==> src/rtl/waveform_ctrl_defs.vh <==
// Shared encodings for the waveform playback controller: FSM state codes and
// the terminal-count rule that makes a programmed period of 0 behave as 1.
`ifndef WAVEFORM_CTRL_DEFS_VH
`define WAVEFORM_CTRL_DEFS_VH

`define WPC_ST_IDLE    2'd0
`define WPC_ST_LOADED  2'd1
`define WPC_ST_PLAYING 2'd2

// Terminal count of the sample timer is max(p, 1) - 1, evaluated at width w.
`define WPC_PERIOD_LAST(p, w) (((p) > w'(1)) ? ((p) - w'(1)) : w'(0))

`endif

==> src/rtl/waveform_playback_ctrl_pkg.sv <==
// Types shared by the waveform playback controller and its sub-blocks.
package waveform_playback_ctrl_pkg;

`include "waveform_ctrl_defs.vh"

  typedef enum logic [1:0] {
    StIdle    = `WPC_ST_IDLE,
    StLoaded  = `WPC_ST_LOADED,
    StPlaying = `WPC_ST_PLAYING
  } state_e;

  localparam int unsigned WORD_W = 32;
  localparam int unsigned HALF_W = 16;

endpackage

==> src/rtl/sample_period_timer.sv <==
// Wrapping up-counter that paces playback; tick is high while the count is 0.
// The period is captured on clr and at every wrap so changes apply per sample.
`include "waveform_ctrl_defs.vh"

module sample_period_timer #(
  parameter int unsigned PERIOD_W = 16
) (
  input  logic                clk,
  input  logic                reset,
  input  logic                clr,
  input  logic                en,
  input  logic [PERIOD_W-1:0] period,
  output logic                tick
);

  logic [PERIOD_W-1:0] count_q, count_d;
  logic [PERIOD_W-1:0] period_q, period_d;
  logic [PERIOD_W-1:0] last;

  assign last = `WPC_PERIOD_LAST(period_q, PERIOD_W);
  assign tick = (count_q == '0);

  always_comb begin
    count_d  = count_q;
    period_d = period_q;
    if (clr) begin
      count_d  = '0;
      period_d = period;
    end else if (en) begin
      if (count_q >= last) begin
        count_d  = '0;
        period_d = period;
      end else begin
        count_d = count_q + PERIOD_W'(1);
      end
    end
  end

  always_ff @(posedge clk or posedge reset) begin
    if (reset) begin
      count_q  <= '0;
      period_q <= '0;
    end else begin
      count_q  <= count_d;
      period_q <= period_d;
    end
  end

endmodule

==> src/rtl/waveform_playback_ctrl.sv <==
// Waveform table sequencer: packs host halfwords into a 32-bit BRAM table and
// plays the table back at a programmable sample period, one-shot or looped.
module waveform_playback_ctrl
  import waveform_playback_ctrl_pkg::*;
#(
  parameter int unsigned ADDR_W   = 10,
  parameter int unsigned PERIOD_W = 16
) (
  input  logic                clk,
  input  logic                reset,
  input  logic                clear,
  input  logic                pipe_in_write,
  input  logic [HALF_W-1:0]   pipe_in_data,
  input  logic                start,
  input  logic                stop,
  input  logic                loop_en,
  input  logic [PERIOD_W-1:0] period,
  output logic                bram_we,
  output logic [ADDR_W-1:0]   bram_waddr,
  output logic [WORD_W-1:0]   bram_wdata,
  output logic [ADDR_W-1:0]   bram_raddr,
  input  logic [WORD_W-1:0]   bram_rdata,
  output logic [WORD_W-1:0]   wave,
  output logic                wave_valid,
  output logic [ADDR_W:0]     length,
  output logic                busy,
  output logic                done,
  output logic                load_err
);

  localparam int unsigned LEN_W = ADDR_W + 1;
  localparam logic [LEN_W-1:0] FULL_LEN = {1'b1, {ADDR_W{1'b0}}};

  state_e state_q, state_d;

  logic              half_q;
  logic [HALF_W-1:0] hi_q;
  logic [LEN_W-1:0]  len_q;
  logic              err_q;
  logic              we_q;
  logic [ADDR_W-1:0] waddr_q;
  logic [WORD_W-1:0] wdata_q;

  logic [ADDR_W-1:0] raddr_q;
  logic              tail_q;
  // Read pipeline: issue stage marks the BRAM sampling edge, capture stage
  // holds the registered BRAM output one more clock before it reaches wave.
  logic              issue_vld_q, issue_last_q;
  logic              cap_vld_q, cap_last_q;
  logic [WORD_W-1:0] cap_data_q;
  logic [WORD_W-1:0] wave_q;
  logic              wave_valid_q, done_q, busy_q;

  logic             playing, full, flush;
  logic             start_cmd, do_start;
  logic             wr_accept, wr_drop;
  logic             tick, fire, last_read, finish, timer_clr;
  logic [LEN_W-1:0] last_idx;

  always_comb begin
    playing   = (state_q == StPlaying);
    full      = (len_q == FULL_LEN);
    flush     = playing && stop && !clear;
    start_cmd = !clear && !stop && start && !pipe_in_write && !playing;
    do_start  = start_cmd && (state_q == StLoaded);
    wr_accept = !clear && pipe_in_write && !playing && !full;
    wr_drop   = !clear && pipe_in_write && (playing || full);
    last_idx  = len_q - LEN_W'(1);
    last_read = ({1'b0, raddr_q} == last_idx);
    fire      = playing && !clear && !stop && !tail_q && tick;
    finish    = playing && !clear && !stop && cap_vld_q && cap_last_q;
    timer_clr = clear || stop || do_start;
  end

  always_comb begin
    state_d = state_q;
    unique case (state_q)
      StIdle:    if (wr_accept && half_q) state_d = StLoaded;
      StLoaded:  if (do_start) state_d = StPlaying;
      StPlaying: if (stop || finish) state_d = StLoaded;
      default:   state_d = StIdle;
    endcase
    if (clear) state_d = StIdle;
  end

  sample_period_timer #(
    .PERIOD_W(PERIOD_W)
  ) u_timer (
    .clk   (clk),
    .reset (reset),
    .clr   (timer_clr),
    .en    (playing),
    .period(period),
    .tick  (tick)
  );

  always_ff @(posedge clk or posedge reset) begin
    if (reset) begin
      state_q      <= StIdle;
      half_q       <= 1'b0;
      hi_q         <= '0;
      len_q        <= '0;
      err_q        <= 1'b0;
      we_q         <= 1'b0;
      waddr_q      <= '0;
      wdata_q      <= '0;
      raddr_q      <= '0;
      tail_q       <= 1'b0;
      issue_vld_q  <= 1'b0;
      issue_last_q <= 1'b0;
      cap_vld_q    <= 1'b0;
      cap_last_q   <= 1'b0;
      cap_data_q   <= '0;
      wave_q       <= '0;
      wave_valid_q <= 1'b0;
      done_q       <= 1'b0;
      busy_q       <= 1'b0;
    end else begin
      state_q      <= state_d;
      busy_q       <= (state_d == StPlaying);
      we_q         <= 1'b0;
      wave_valid_q <= 1'b0;
      done_q       <= 1'b0;
      if (clear) begin
        half_q       <= 1'b0;
        len_q        <= '0;
        err_q        <= 1'b0;
        raddr_q      <= '0;
        tail_q       <= 1'b0;
        issue_vld_q  <= 1'b0;
        issue_last_q <= 1'b0;
        cap_vld_q    <= 1'b0;
        cap_last_q   <= 1'b0;
      end else begin
        if (wr_drop || (start_cmd && half_q)) err_q <= 1'b1;

        // First halfword of a pair is the upper half of the sample.
        if (wr_accept) begin
          if (half_q) begin
            we_q    <= 1'b1;
            waddr_q <= len_q[ADDR_W-1:0];
            wdata_q <= {hi_q, pipe_in_data};
            len_q   <= len_q + LEN_W'(1);
            half_q  <= 1'b0;
          end else begin
            hi_q   <= pipe_in_data;
            half_q <= 1'b1;
          end
        end else if (start_cmd && half_q) begin
          half_q <= 1'b0;
        end

        if (do_start) begin
          raddr_q <= '0;
          tail_q  <= 1'b0;
        end else if (fire) begin
          if (last_read) begin
            raddr_q <= '0;
            tail_q  <= !loop_en;
          end else begin
            raddr_q <= raddr_q + ADDR_W'(1);
          end
        end

        if (flush) begin
          issue_vld_q  <= 1'b0;
          issue_last_q <= 1'b0;
          cap_vld_q    <= 1'b0;
          cap_last_q   <= 1'b0;
        end else begin
          issue_vld_q  <= fire;
          issue_last_q <= fire && last_read && !loop_en;
          cap_vld_q    <= issue_vld_q;
          cap_last_q   <= issue_last_q;
          if (issue_vld_q) cap_data_q <= bram_rdata;
          if (cap_vld_q) begin
            wave_q       <= cap_data_q;
            wave_valid_q <= 1'b1;
            done_q       <= cap_last_q;
          end
        end
      end
    end
  end

  assign bram_we    = we_q;
  assign bram_waddr = waddr_q;
  assign bram_wdata = wdata_q;
  assign bram_raddr = raddr_q;
  assign wave       = wave_q;
  assign wave_valid = wave_valid_q;
  assign length     = len_q;
  assign busy       = busy_q;
  assign done       = done_q;
  assign load_err   = err_q;

endmodule

==> config.mk <==
export PLATFORM = sky130hd
export DESIGN_NAME = waveform_playback_ctrl
export DESIGN_NICKNAME = d
export VERILOG_FILES = /design/src/rtl/waveform_playback_ctrl_pkg.sv /design/src/rtl/sample_period_timer.sv /design/src/rtl/waveform_playback_ctrl.sv
export VERILOG_INCLUDE_DIRS = /design/src /design/src/rtl
export SDC_FILE = /design/constraint.sdc
export NUM_CORES = 1
export LEC_CHECK = 0
export BUFFER_PORTS_ARGS = -buffer_cell sky130_fd_sc_hd__buf_2
export CORE_MARGIN = 4
export CORE_UTILIZATION = 55
export DETAILED_ROUTE_END_ITERATION = 6
export GPL_ROUTABILITY_DRIVEN = 0
export PLACE_DENSITY = 0.8
export SLEW_MARGIN = 20
export SYNTH_ARGS = -nofsm -noshare
export SYNTH_HDL_FRONTEND = slang
export SYNTH_SLANG_ARGS = --single-unit
export TNS_END_PERCENT = 20
==> constraint.sdc <==
create_clock -name clk -period 13.5 [get_ports clk]
set_input_delay 1.35 -clock clk [delete_from_list [all_inputs] [get_ports clk]]
set_output_delay 1.35 -clock clk [all_outputs]
set_load 0.005 [all_outputs]
==> reports/qor.yml <==
run_status:
  outcome: "complete, no violations"
floorplanning:
  die_h_um: 133
  pin_count: 171
  rows: 45
  start_util: 0.562
  coreArea_mm2: 0.0153
  die_area_mm2: 0.0176
  dieWidth_um: 133
sta:
  fin_setup_tns_ns: 0
  fin_crit_ns: 4.41
  fmax_mhz: 227
  slew_headroom: 0.447
  tightest_slew_ns: 0.829
  skew_ns: 0.0114
  slew_viol_final: 0
  final-setup-viol-count: 0
  setup_slack_ns: 9.09
  min_period_over_period: 0.327
  whs_ns: 0.485
  rsz0062_at_grt: "no"
  hold_viol: 0
power:
  switchingPower_uw: 340
  pwr-share-clk: 0.380
  ir_worst_vdd_mv: 0.0918
  p_sw_frac: 0.259
  pwr-share-comb: 0.126
  p_per_area_mw_per_mm2: 129
  total_leakage_power_nw: 5.14
  p_int_uw: 974
  seqPwrFrac: 0.494
clock_network:
  cts_root_buffer: "clkbuf_16"
  cts_buffers: 17
  clk_latency_ns: 0.43
  cts_setup_buffers: 0
  clock_sinks: 188
  cts_hold_buf: 0
  cts_max_level: 4
  clock_path_buffers: 2
  cts.repair.resized: 0
  cts_tree: "done"
  clk_pin_slew_worst_paths_ns: 0.07
grt:
  grt_overflow_total: 0
  antenna_found_initial: 0
  gr-usage-all-layers: 0.208
  grt_max_degree: 109
  grt_pass1_wl_mm: 29.7
  grt_pass1_vias: 5955
synth:
  synth_top_cell_by_area: "dfrtp_1"
  synth_cells: 703
  synth_edf_count: 0
  yosysUniqueCellTypes: 51
  synth_area_leaders: "dfrtp_1, mux2_2, ha_1"
  synth_top_cell_area_share: 0.549
  synth.cell_area_mm2: 0.00857
  syn_nets: 798
  syn_area_per_cell_um2: 12.2
  synth_async_sr_flop_share: 1.00
  yosys_warnings: 0
  ys_ff_latch: 188
  ys_seq_area_frac: 0.549
  ys.flop_type: "dfrtp_1"
critical_path:
  worst_path_dominant_cell_family: "simple AND/OR/NAND/NOR gates"
  crit_chain: "or4_1 -> or3_1 -> nor2_1 -> o2111ai_2 -> and2_1 -> ha_1 -> nand2b_1 -> a21o_1 -> a21oi_1 -> o211ai_1 -> a31o_2 -> and2_1 -> buf_4 -> mux2_2"
  slowest_stage: "or4_1"
  crit_start: "u_timer.period_q[8]"
  r2r_end: "u_timer.period_q[14]"
  cp_data_arrival_time_ns: 4.73
  cp.required_ns: 13.81
  r2r_setup_slack_ns: 9.09
  cpPeakStageDelay_ns: 0.57
  cp-start-kind: "flip-flop"
  worstReg2RegStart: "u_timer.period_q[8]"
  crit_path_end: "u_timer.period_q[14]"
  cp_max_fo: 17
  path_depth: 14
  crit_path_frequent_cell: "and2_1"
  path_buf_inv: 1
  path_class: "reg -> reg"
  end_kind: "flip-flop"
  rr_worst_depth: 14
cells_and_area:
  diodes: 0
  area_growth_pct: 18.9
  post-route-util: 0.668
  regArea_mm2: 0.00470
  post_route_cells_drive_above_1_share: 0.395
  nFillCells: 1171
  num-nets-final: 960
  multi_input_area_mm2: 0.00368
placed_design:
  portBuffers: 170
  post-place-ws_ns: 8.90
  dp_hpwl_mm: 12.5
route:
  num_vias: 5854
  drt-pass1-iter-count: 4
  vias_per_cell: 5.38
  drcViolationCount: 0
  wl_mm: 17.8
  antenna_left: 0
  drt-initial-drc-count: 251
  routedWlPerCell_um: 16.3
job:
  maxCapViolations: 0
min_path:
  min_path_type: "reg -> reg"
[layout make-up]
type                    count  area share
clock buffers              19      0.0435
clock inverters            13      0.0149
inverters                  16     0.00663
multi-input cells         468       0.361
flip-flops and latches    188       0.462
well taps                 211      0.0259
repair buffers            174      0.0868
[cells by family (layout without fill, tap and decap cells)]
logic type | count (synthesis) | count (layout) | share of synthesized area
xor+xnor | 49 | 49 | 0.0501
compound gates | 61 | 61 | 0.0464
fa+ha+maj | 24 | 24 | 0.0350
mux | 137 | 137 | 0.180
buf+inv | 47 | 222 | 0.0238
simple gates | 197 | 197 | 0.116
flops | 188 | 188 | 0.549
[power by group through the flow]
stage / combinational (mW) / clock (mW) / sequential, mW
floorplan: 0.0919 / 0 / 0.659
global placement: 0.162 / 0 / 0.656
detailed placement: 0.167 / 0 / 0.660
CTS: 0.168 / 0.511 / 0.650
global route: 0.184 / 0.537 / 0.658
finish: 0.165 / 0.500 / 0.650
[worst min path at each step]
| stage | start | endpoint | slack [ns] | cells after the start |
|---|---|---|---|---|
| after floorplan | issue_last_q | cap_last_q | 0.43 | 1 |
| after global placement | bram_wdata[22] | bram_wdata[22] | 0.46 | 1 |
| after detailed placement | bram_wdata[23] | bram_wdata[23] | 0.47 | 1 |
| after CTS | bram_wdata[24] | bram_wdata[24] | 0.49 | 1 |
| after global routing | bram_wdata[24] | bram_wdata[24] | 0.50 | 1 |
| final | bram_wdata[25] | bram_wdata[25] | 0.49 | 1 |
[cells in the mapped netlist, types with 4 or more instances]
master	instances
and2_1	6
nor2b_1	7
mux2_2	127
nor3_1	16
nand4_1	10
and3_1	5
ha_1	24
nor2_1	49
nand2_1	45
buf_2	15
nand2b_1	4
a31oi_1	4
nand3_1	23
xnor2_1	22
clkbuf_1	14
inv_1	15
o21ai_1	4
or3_1	7
dfrtp_1	188
mux2_1	10
o21ai_0	11
a21o_1	7
a21oi_1	16
nor4_1	8
xor2_1	27
[layer usage]
layer	vias to the layer above	track usage	share of wire
met5	-	0	0
li1	2801	-	-
met2	136	0.347	0.50
met1	2886	0.267	0.43
met3	31	0.0483	0.049
met4	0	0.0762	0.022
[layout by cell type, fill, tap and decap left out, types with 3 or more instances in the layout]
| cell | n |
|---|---|
| buf_2 | 170 |
| a21o_1 | 7 |
| xnor2_1 | 22 |
| nor4_1 | 8 |
| clkbuf_16 | 17 |
| inv_8 | 7 |
| o21ai_1 | 4 |
| xor2_1 | 27 |
| and3_1 | 5 |
| nor3_1 | 16 |
| nor2b_1 | 7 |
| mux2_2 | 127 |
| or3_1 | 7 |
| nor3b_1 | 3 |
| nand2_1 | 45 |
| a41oi_1 | 3 |
| nand3_1 | 23 |
| a31oi_1 | 4 |
| nor2_1 | 48 |
| o21ai_0 | 11 |
| inv_1 | 14 |
| or4_1 | 3 |
| nand2b_1 | 4 |
| and2_1 | 5 |
| a21oi_1 | 16 |
| o211ai_1 | 3 |
| ha_1 | 24 |
| dfrtp_1 | 188 |
| nand4_1 | 10 |
| mux2_1 | 10 |
| buf_4 | 3 |
[metrics by stage]
stage / cell area [um2] / power (mW) / instances
3_3_place_gp: 9590 / 0.819 / 1057
2_1_floorplan: 8570 / 0.751 / 703
4_1_cts: 10200 / 1.33 / 1089
3_5_place_dp: 9590 / 0.827 / 1057
6_report: 10200 / 1.31 / 1089
5_1_grt: 10200 / 1.38 / 1089
[sequential cells by signal, indices dropped and copies added (netlist names), 2 cells and up]
signal,cells
bram_raddr,10
bram_waddr,10
bram_wdata,32
cap_data_q,32
hi_q,16
length,11
state_q,2
u_timer.count_q,16
u_timer.period_q,16
wave,32
Note: power is estimated with default switching activity, not from simulation.
